File: src/rtl/byte_unstripping_nlane_pkg.sv
// Shared helpers for the N-lane byte unstripper: a ceil-log2 for sizing
// pointers and counters, and a macro that picks one lane out of the flat
// lane bus (lane i lives in bits [i*width +: width]).

`ifndef BYTE_UNSTRIPPING_NLANE_MACROS
`define BYTE_UNSTRIPPING_NLANE_MACROS
`define LANE_SLICE(bus, idx, width) bus[(idx)*(width) +: (width)]
`endif

package byte_unstripping_nlane_pkg;

  // Smallest minimum number of lanes / FIFO entries the datapath is sized for.
  localparam int MIN_LANES      = 2;
  localparam int MIN_FIFO_DEPTH = 2;

  // Ceil-log2 usable in constant expressions; values <= 1 give 0, so callers
  // only use it on quantities of at least 2.
  function automatic int clog2(input int value);
    int result;
    int remaining;
    result    = 0;
    remaining = value - 1;
    while (remaining > 0) begin
      result    = result + 1;
      remaining = remaining >> 1;
    end
    return result;
  endfunction

endpackage

File: src/rtl/unstripe_lane_fifo.sv
// Per-lane elastic FIFO. Absorbs inter-lane skew and bursty lane valids.
// A push into a full FIFO is still accepted when the same FIFO is popped in
// that cycle; otherwise the word is dropped and the sticky overflow flag set.
// The full flag is registered so it reflects the occupancy after the edge.

module unstripe_lane_fifo
  import byte_unstripping_nlane_pkg::*;
#(
  parameter int DATA_WIDTH = 8,
  parameter int FIFO_DEPTH = 4
) (
  input  logic                  clk_f,
  input  logic                  reset,
  input  logic                  push,
  input  logic [DATA_WIDTH-1:0] din,
  input  logic                  pop,
  output logic [DATA_WIDTH-1:0] dout,
  output logic                  empty,
  output logic                  full,
  output logic                  overflow
);

  localparam int PTR_W = clog2(FIFO_DEPTH);
  localparam int CNT_W = PTR_W + 1;
  localparam logic [CNT_W-1:0] DEPTH_CNT = CNT_W'(FIFO_DEPTH);

  logic [DATA_WIDTH-1:0] r_mem [FIFO_DEPTH];
  logic [PTR_W-1:0]      r_wrPtr;
  logic [PTR_W-1:0]      r_rdPtr;
  logic [CNT_W-1:0]      r_count;
  logic [CNT_W-1:0]      w_countNext;
  logic                  r_full;
  logic                  r_overflow;
  logic                  w_isFull;
  logic                  w_doPop;
  logic                  w_doPush;
  logic                  w_drop;

  // A pop frees a slot in the same cycle, which is what lets a full FIFO
  // accept a simultaneous push without losing data.
  assign w_isFull = (r_count == DEPTH_CNT);
  assign w_doPop  = pop && (r_count != '0);
  assign w_doPush = push && (!w_isFull || w_doPop);
  assign w_drop   = push && !w_doPush;

  // Occupancy after this edge; push and pop together leave it unchanged.
  always_comb begin
    w_countNext = r_count;
    case ({w_doPush, w_doPop})
      2'b10:   w_countNext = r_count + CNT_W'(1);
      2'b01:   w_countNext = r_count - CNT_W'(1);
      default: w_countNext = r_count;
    endcase
  end

  // Storage array; no reset needed since the pointers define what is valid.
  always_ff @(posedge clk_f) begin
    if (w_doPush) begin
      r_mem[r_wrPtr] <= din;
    end
  end

  // Pointers wrap naturally at FIFO_DEPTH (power of two); count, full and the
  // sticky overflow flag are all flushed by reset.
  always_ff @(posedge clk_f) begin
    if (reset) begin
      r_wrPtr    <= '0;
      r_rdPtr    <= '0;
      r_count    <= '0;
      r_full     <= 1'b0;
      r_overflow <= 1'b0;
    end else begin
      if (w_doPush) begin
        r_wrPtr <= r_wrPtr + PTR_W'(1);
      end
      if (w_doPop) begin
        r_rdPtr <= r_rdPtr + PTR_W'(1);
      end
      r_count <= w_countNext;
      r_full  <= (w_countNext == DEPTH_CNT);
      if (w_drop) begin
        r_overflow <= 1'b1;
      end
    end
  end

  assign dout     = r_mem[r_rdPtr];
  assign empty    = (r_count == '0);
  assign full     = r_full;
  assign overflow = r_overflow;

endmodule

File: src/rtl/byte_unstripping_nlane.sv
// N-lane byte unstripper. Each lane feeds its own elastic FIFO; a round-robin
// read pointer pulls one word per cycle from lane 0, 1, ..., NUM_LANES-1 in
// turn and loads it into a registered output with a valid/ready handshake.
// The pointer never skips an empty lane, so a lagging lane stalls the output
// until its word arrives and the original byte order is preserved.

module byte_unstripping_nlane
  import byte_unstripping_nlane_pkg::*;
#(
  parameter int DATA_WIDTH = 8,
  parameter int NUM_LANES  = 2,
  parameter int FIFO_DEPTH = 4
) (
  input  logic                            clk_f,
  input  logic                            reset,
  input  logic [NUM_LANES*DATA_WIDTH-1:0] data_lane_in,
  input  logic [NUM_LANES-1:0]            valid_lane_in,
  input  logic                            ready_out,
  output logic [DATA_WIDTH-1:0]           data_unstripe_out,
  output logic                            valid_unstripe_out,
  output logic [NUM_LANES-1:0]            lane_full,
  output logic [NUM_LANES-1:0]            lane_overflow,
  output logic [clog2(NUM_LANES)-1:0]     rd_lane
);

  localparam int LANE_W = clog2(NUM_LANES);
  localparam logic [LANE_W-1:0] LAST_LANE = LANE_W'(NUM_LANES - 1);

  logic [DATA_WIDTH-1:0] w_laneHead [NUM_LANES];
  logic [NUM_LANES-1:0]  w_laneEmpty;
  logic [NUM_LANES-1:0]  w_pop;
  logic [DATA_WIDTH-1:0] w_headWord;
  logic                  w_outFree;
  logic                  w_load;
  logic [LANE_W-1:0]     w_rdLaneNext;
  logic [LANE_W-1:0]     r_rdLane;
  logic [DATA_WIDTH-1:0] r_data;
  logic                  r_valid;

  // One FIFO per lane; only the lane under the read pointer is ever popped.
  generate
    for (genvar gi = 0; gi < NUM_LANES; gi++) begin : g_lane
      assign w_pop[gi] = w_load && (r_rdLane == LANE_W'(gi));

      unstripe_lane_fifo #(
        .DATA_WIDTH (DATA_WIDTH),
        .FIFO_DEPTH (FIFO_DEPTH)
      ) u_laneFifo (
        .clk_f    (clk_f),
        .reset    (reset),
        .push     (valid_lane_in[gi]),
        .din      (`LANE_SLICE(data_lane_in, gi, DATA_WIDTH)),
        .pop      (w_pop[gi]),
        .dout     (w_laneHead[gi]),
        .empty    (w_laneEmpty[gi]),
        .full     (lane_full[gi]),
        .overflow (lane_overflow[gi])
      );
    end
  endgenerate

  // The output register can take a new word when it is empty or being
  // drained this cycle, and only if the current lane has something queued.
  assign w_headWord = w_laneHead[r_rdLane];
  assign w_outFree  = !r_valid || ready_out;
  assign w_load     = w_outFree && !w_laneEmpty[r_rdLane];

  // Explicit wrap because NUM_LANES need not be a power of two.
  assign w_rdLaneNext = (r_rdLane == LAST_LANE) ? '0 : r_rdLane + LANE_W'(1);

  // Output register and round-robin pointer: load and advance together,
  // drop valid once consumed with nothing to follow, otherwise hold.
  always_ff @(posedge clk_f) begin
    if (reset) begin
      r_data   <= '0;
      r_valid  <= 1'b0;
      r_rdLane <= '0;
    end else if (w_load) begin
      r_data   <= w_headWord;
      r_valid  <= 1'b1;
      r_rdLane <= w_rdLaneNext;
    end else if (ready_out) begin
      r_valid  <= 1'b0;
    end
  end

  assign data_unstripe_out  = r_data;
  assign valid_unstripe_out = r_valid;
  assign rd_lane            = r_rdLane;

endmodule
File: config.mk
export PLATFORM = sky130hd
export DESIGN_NAME = byte_unstripping_nlane
export DESIGN_NICKNAME = d
export VERILOG_FILES = /design/src/rtl/byte_unstripping_nlane_pkg.sv /design/src/rtl/unstripe_lane_fifo.sv /design/src/rtl/byte_unstripping_nlane.sv
export SDC_FILE = /design/constraint.sdc
export NUM_CORES = 1
export LEC_CHECK = 0
export CORE_MARGIN = 2
export CORE_UTILIZATION = 45
export CTS_BUF_LIST = sky130_fd_sc_hd__clkbuf_4 sky130_fd_sc_hd__clkbuf_8
export CTS_CLUSTER_SIZE = 16
export DETAILED_ROUTE_END_ITERATION = 10
export GPL_ROUTABILITY_DRIVEN = 0
export HOLD_SLACK_MARGIN = 0.05
export PLACE_DENSITY = 0.73
export SYNTH_ARGS = -nofsm -noshare
export SYNTH_HDL_FRONTEND = slang
export SYNTH_HIERARCHICAL = 1
export SYNTH_SLANG_ARGS = --single-unit
File: constraint.sdc
create_clock -name clk_f -period 3.2 [get_ports clk_f]
set_input_delay 0.8 -clock clk_f [delete_from_list [all_inputs] [get_ports clk_f]]
set_output_delay 0.8 -clock clk_f [all_outputs]
set_load 0.05 [all_outputs]
==> Word level (Yosys, flattened, before mapping) <==
Memory sizes are Yosys's and may differ from the RTL's. A register that Yosys moved wholly into a read port is not among the register bits.
Index checks and enable logic that the tools add are counted.
{ "classes": {"addsub": 9, "multipliers": 0, "div_mod_pow": 0, "magnitude_cmp": 2, "n_eq_ne": 8, "shifts": 0, "mux": 18, "n_bitwise": 2, "n_reduce_logical": 23} }
{ "ops": {"columns": ["cell", "count"], "rows": [
  ["$mux W8", 3],
  ["$eq A3 B3 Y1 const B", 4],
  ["$pmux W3 S2", 2],
  ["$logic_and A1 B1 Y1", 9],
  ["$mux W1", 9],
  ["$add A2 B1 Y2 const B", 4],
  ["$mux W2", 4],
  ["$add A3 B1 Y3 const B", 2],
  ["$logic_not A1 Y1", 6],
  ["$logic_not A3 Y1", 2],
  ["$reduce_bool A3 Y1", 2],
  ["$sub A3 B1 Y3 const B", 2],
  ["$eq A2 B1 Y1 const B", 2],
  ["$eq A2 B2 Y1 const B", 2],
  ["$logic_or A1 B1 Y1", 3],
  ["$ge A2 B2 Y1 const B", 1],
  ["$lt A1 B2 Y1 const B", 1],
  ["$not A1 Y2", 1],
  ["$reduce_bool A2 Y1", 1],
  ["$add A1 B1 Y1 const B", 1],
  ["$not A1 Y1", 1]
]} }
{ "word_totals": {"register_bits": 28, "latchBits": 0, "mem_bits_rw": 64, "romBits": 0, "input_bits": 21, "wordCells": 77, "n_memories": 2} }
{ "memory_table": {"columns": ["name", "words", "word_bits", "rd", "rd_clocked_by_memory_dff", "wr", "line_no", "rtl"], "rows": [
  ["g_lane[0].u_laneFifo.r_mem", 4, 8, 1, 1, 1, "unstripe_lane_fifo.sv:27", "logic [DATA_WIDTH-1:0] r_mem [FIFO_DEPTH];"],
  ["g_lane[1].u_laneFifo.r_mem", 4, 8, 1, 1, 1, "unstripe_lane_fifo.sv:27", null]
]} }

==> Depth between registers and ports, before layout <==
{ "depth": {"ltp_word": 12, "depth_mapped": 11, "depth_no_buf": 9} }

==> By module <==
The synthesis kept the hierarchy.
{ "modules_own_cells": {"columns": ["module", "n_inst", "cells_each", "area_per_inst_um2", "seq_area_each_um2"], "rows": [
  ["unstripe_lane_fifo at g_lane[1].u_laneFifo", 1, 116, 1808.0, 1181.1],
  ["unstripe_lane_fifo at g_lane[0].u_laneFifo", 1, 112, 1769.2, 1181.1],
  ["byte_unstripping_nlane", 1, 49, 506.7, 200.2]
]} }

==> Worst setup path after synthesis <==
Ideal clock, no wire load.
{ "synth_path": {"kind": "input port to flip-flop", "startpoint": "input ready_out", "endpoint": "register g_lane[1].u_laneFifo.r_count[1]", "setup_ns": 0.095, "arrival_ns": 2.870, "required_time_ns": 3.105, "setup_slack_ns": 0.235, "cell_stages": 10, "path_cell_list": "nor2b_1 nor3b_1 buf_4 o21ai_2 or2_2 fa_1 o21bai_1 a31oi_1 o21ai_1 a221oi_1"} }
{ "synth_via": {"elab_chain_cells": 8} }
{ "synth_rtl": {"columns": ["element", "line_no", "rtl"], "rows": [
  ["from (decl)", "byte_unstripping_nlane.sv:18", "input logic ready_out,"],
  ["$logic_or A1 B1 Y1 *", "byte_unstripping_nlane.sv:65", "assign w_outFree = !r_valid || ready_out;"],
  ["$logic_and A1 B1 Y1 *", "byte_unstripping_nlane.sv:66", "assign w_load = w_outFree && !w_laneEmpty[r_rdLane];"],
  ["$logic_and A1 B1 Y1 *", "byte_unstripping_nlane.sv:43", "assign w_pop[gi] = w_load && (r_rdLane == LANE_W'(gi));"],
  ["named net w_pop[1]", "byte_unstripping_nlane.sv:31", "logic [NUM_LANES-1:0] w_pop;"],
  ["$logic_and A1 B1 Y1 *", "unstripe_lane_fifo.sv:42", "assign w_doPop = pop && (r_count != '0);"],
  ["$logic_or A1 B1 Y1", "unstripe_lane_fifo.sv:43", "assign w_doPush = push && (!w_isFull || w_doPop);"],
  ["$logic_and A1 B1 Y1", "unstripe_lane_fifo.sv:43", null],
  ["$eq A2 B1 Y1 / $eq A2 B2 Y1 (equally long branches)", "unstripe_lane_fifo.sv:49", "case ({w_doPush, w_doPop})"],
  ["$pmux W3 S2 *", "unstripe_lane_fifo.sv:49", null],
  ["to (signal assigned)", "unstripe_lane_fifo.sv:79", "r_count <= w_countNext;"],
  ["to (decl)", "unstripe_lane_fifo.sv:30", "logic [CNT_W-1:0] r_count;"]
]} }
Mark *: on every way through the listed nets, which the timed path passes. The rest lies on a longest branch.
A chain may end at the register's enable or synchronous reset.

==> Final worst setup path <==
Same ends and word-level chain as after synthesis.

==> impl_table.tex <==
\begin{tabular}{lr}
\hline
Metric & Value \\
\hline
\multicolumn{2}{l}{\textbf{Outcome}} \\
Result of the run & finished clean \\
\multicolumn{2}{l}{\textbf{GRT}} \\
Number of global-route vias before repair & 2306 \\
GRT Util Overall & 15.3\% \\
First-pass GRT wire length & 11500 um \\
Antenna violations before repair & 0 \\
Pin count of the biggest net entering global routing & 28 \\
GR Overflow Total & 0 \\
\multicolumn{2}{l}{\textbf{Yosys}} \\
Fraction of synthesized area in multiplexers & 11.6\% \\
Netlist area before placement & 4080 um2 \\
Main combinational cell family by area after synthesis & multiplexers \\
Avg Inst Size Synth & 14.7 um2 \\
Arithmetic-cell share of the synthesized area counting full adders, half adders and majority gates & 3.43\% \\
Ys async rst share & 0\% \\
Sequential cell area fraction in the yosys report & 62.7\% \\
Post-synthesis xor/xnor area fraction & 2.14\% \\
Mapped Nets & 308 \\
EDFF count, synth & 64 \\
Number of distinct standard cells referenced by the synthesized netlist & 45 \\
Register bit total from synthesis & 96 \\
Synthesized instance count & 277 \\
Most used DFF post-synth & sky130\_fd\_sc\_hd\_\_edfxtp\_1 \\
Synthesized-area fraction occupied by ao, oa, aoi and oai cells & 8.30\% \\
Simple-gate share of the synthesized area & 8.18\% \\
Number of warnings printed during yosys synthesis & 6 \\
\multicolumn{2}{l}{\textbf{Floorplan}} \\
FP Rows & 34 \\
Full die area & 9850 um2 \\
Vertical die dimension & 99.3 um \\
Initial standard-cell utilization of the core & 46.6\% \\
Ports & 35 \\
X dimension of the die & 99.3 um \\
Core Box Area & 8760 um2 \\
\multicolumn{2}{l}{\textbf{STA}} \\
Setup\_tns & 0 ns \\
Final setup violating endpoints & 0 \\
Maximum clock frequency & 0.346 GHz \\
Total count of max-transition violations in the final report & 0 \\
Post-route clock skew & 0.00665 ns \\
Final Hold Fails & 0 \\
Unrepaired setup endpoints after global routing & no \\
Final period demand of the worst path & 2.89 ns \\
Ratio of final minimum period to clock period & 90.3\% \\
Relative slew slack & 59.0\% \\
Actual transition at the worst max-transition pin & 0.604 ns \\
\multicolumn{2}{l}{\textbf{Layout}} \\
Commonest non-fill, non-tap cells in the layout & sky130\_fd\_sc\_hd\_\_edfxtp\_1 (64), sky130\_fd\_sc\_hd\_\_clkdlybuf4s50\_1 (34), sky130\_fd\_sc\_hd\_\_dfxtp\_1 (32) \\
Net total in the final layout & 343 \\
Relative area change from synthesis to final layout & 15.3\% \\
Final design utilization & 53.8\% \\
Non-filler instance count after layout & 425 \\
Fraction of layout instances using a drive strength above 1 & 18.0\% \\
Antenna diode count & 0 \\
Most common cell after layout, fill and taps aside & sky130\_fd\_sc\_hd\_\_edfxtp\_1 \\
\multicolumn{2}{l}{\textbf{Setup path}} \\
Endpoint required time on the critical path & 3.46 ns \\
Arrival time of data at the critical path endpoint & 3.14 ns \\
Kind of critical path & input pin to flop \\
Bufs and invs on worst path & 1 \\
CP startpoint & ready\_out \\
Endpoint kind of the worst setup timing path & flop \\
Worst flop-to-flop path startpoint & g\_lane[1].u\_laneFifo/r\_count[0] \\
Largest fanout of any net on the critical path & 3 \\
Cell type group with the largest total delay on the critical path & compound AO/OA/AOI/OAI gates \\
Register-to-register setup slack & 0.59 ns \\
Startpoint Class & input pin \\
Cells along the critical path & clkdlybuf4s50\_1, nor2b\_1, nor3b\_1, o21ai\_2, or2\_2, fa\_1, o21bai\_1, a31oi\_1, o21ai\_1, a221oi\_1 \\
Stage delay of the slowest cell on the critical path & 0.47 ns \\
Cell at the slowest stage of the critical path & sky130\_fd\_sc\_hd\_\_clkdlybuf4s50\_1 \\
\multicolumn{2}{l}{\textbf{Route}} \\
Via-per-instance ratio & 5.36 \\
Count of vias placed by the detailed router & 2278 \\
Detail Route met3 WL & 260 um \\
Wire length on met1 & 3180 um \\
DRC viols & 0 \\
Top layer used by detailed routing & met4 \\
Starting DRC count in detailed routing & 70 \\
Average routed wire per standard cell & 16.5 um \\
Amount of wire on met2 after detailed routing & 3440 um \\
DRT Pass-1 Iters & 4 \\
Final ANT Viol Nets & 0 \\
Final routed wirelength across all metal layers & 7030 um \\
\multicolumn{2}{l}{\textbf{Clock network}} \\
CTS-repair resized insts & 0 \\
Clock tree from TritonCTS & done \\
Clock sink count & 96 \\
CTS root buffer & sky130\_fd\_sc\_hd\_\_clkbuf\_8 \\
Number of post-CTS setup repair buffers & 0 \\
Count of hold-fix buffers inserted at cts & 0 \\
Number of levels in the clock H-tree & 3 \\
Bufs on Longest Clock Path & 2 \\
Clock latency of the later-clocked register in the worst-skew pair & 0.34 ns \\
Clock edge transition at the registers on the reported setup and hold paths & 0.09 ns \\
Clock buffers created by TritonCTS & 9 \\
\multicolumn{2}{l}{\textbf{Pwr}} \\
Leakage dissipation & 1.55 nW \\
IR Drop Worst-Case VDD & 0.493 mV \\
Power per cell area & 685 nW/um2 \\
\multicolumn{2}{l}{\textbf{Placement}} \\
HPWL after DPL & 4800 um \\
Cell count after placement & 409 \\
IO Port Bufs & 34 \\
\multicolumn{2}{l}{\textbf{Job}} \\
Total of max-cap violations & 0 \\
\multicolumn{2}{l}{\textbf{Worst hold path}} \\
Startpoint of the tightest hold check path & g\_lane[0].u\_laneFifo/overflow \\
Class of the most critical hold timing path & flop to flop \\
\hline
\end{tabular}
## metrics by stage
stage                     hold slack, ns  setup slack, ns  total power, mW  cell area, um2
after CTS                          0.487            0.328             3.25            4710
final                              0.477            0.312             3.23            4710
after floorplan                    0.485            0.235             2.23            4080
after global placement             0.459           0.0530             2.45            4510
after global routing               0.512            0.181             3.38            4710
after detailed placement           0.466          -0.0363             2.48            4510
## registers in the layout (all words and copies together), names as in the netlist, named ones only
name and count:
data_unstripe_out 8, g_lane.u_laneFifo/full 2, g_lane.u_laneFifo/overflow 2, g_lane.u_laneFifo/r_count 6, g_lane.u_laneFifo/r_mem 64, g_lane.u_laneFifo/r_rdPtr 4
g_lane.u_laneFifo/r_wrPtr 4, rd_lane 1, valid_unstripe_out 1
## layer usage
metal	vias to the layer above	GRT usage (%)
met3	10	2.67
met2	53	24.7
met1	1108	20.2
met4	0	7.48
li1	1107	-
met5	-	0
## cells in the mapped netlist (4+ instances only)
| cell | number | area (um2) |
|---|---|---|
| sky130_fd_sc_hd__buf_2 | 6 | 30.0 |
| sky130_fd_sc_hd__mux2i_1 | 10 | 100 |
| sky130_fd_sc_hd__and2_1 | 11 | 68.8 |
| sky130_fd_sc_hd__nand2b_1 | 7 | 43.8 |
| sky130_fd_sc_hd__edfxtp_1 | 64 | 1920 |
| sky130_fd_sc_hd__nor2_1 | 19 | 71.3 |
| sky130_fd_sc_hd__a31oi_1 | 4 | 25.0 |
| sky130_fd_sc_hd__xor2_1 | 8 | 70.1 |
| sky130_fd_sc_hd__dfxtp_1 | 32 | 641 |
| sky130_fd_sc_hd__inv_1 | 10 | 37.5 |
| sky130_fd_sc_hd__nor3_1 | 5 | 25.0 |
| sky130_fd_sc_hd__a21oi_1 | 14 | 70.1 |
| sky130_fd_sc_hd__nand3_1 | 4 | 20.0 |
| sky130_fd_sc_hd__ha_1 | 8 | 100 |
| sky130_fd_sc_hd__a211oi_2 | 8 | 100 |
| sky130_fd_sc_hd__mux4_2 | 16 | 360 |
| sky130_fd_sc_hd__buf_1 | 4 | 15.0 |
## kinds of logic after synthesis
| group | Yosys count |
|---|---|
| DFF | 96 |
| adders and majority gates | 10 |
| and+or+nand+nor | 62 |
| muxes | 27 |
| buffers and inverters | 28 |
| xor gates and xnor gates | 10 |
| AOI/OAI and AO/OA | 44 |
## power breakdown
group / internal [mW] / switching (mW) / total (mW)
Combinational: 0.360 / 0.545 / 0.904
Sequential: 1.45 / 0.0908 / 1.54
Clock: 0.374 / 0.408 / 0.781
Total: 2.19 / 1.04 / 3.23
## area by class of cell
cell class                      instances  area [um2]
Tap cell                              108         135
Sequential cell                        96        2560
Inverter                               10        37.5
Clock buffer                           10         131
Clock inverter                          6        68.8
Multi-Input combinational cell        153        1380
Timing Repair Buffer                   42         400
Fill cell                             732        4050
## worst paths after layout
path,cells past startpoint,endpoint
hold / removal,2,g_lane[0].u_laneFifo/overflow
setup reg to reg,9,g_lane[1].u_laneFifo/r_count[1]
hold reg to reg,2,g_lane[0].u_laneFifo/overflow
setup / recovery,10,g_lane[1].u_laneFifo/r_count[1]
## worst reg2reg max path: stages (launching register included)
cell,delay [ns]
sky130_fd_sc_hd__dfxtp_1,0.51
sky130_fd_sc_hd__nor3_1,0.16
sky130_fd_sc_hd__nor3b_1,0.34
sky130_fd_sc_hd__o21ai_2,0.10
sky130_fd_sc_hd__or2_2,0.29
sky130_fd_sc_hd__fa_1,0.47
sky130_fd_sc_hd__o21bai_1,0.18
sky130_fd_sc_hd__a31oi_1,0.14
sky130_fd_sc_hd__o21ai_1,0.08
sky130_fd_sc_hd__a221oi_1,0.24
(Power assumes the default switching activity.)
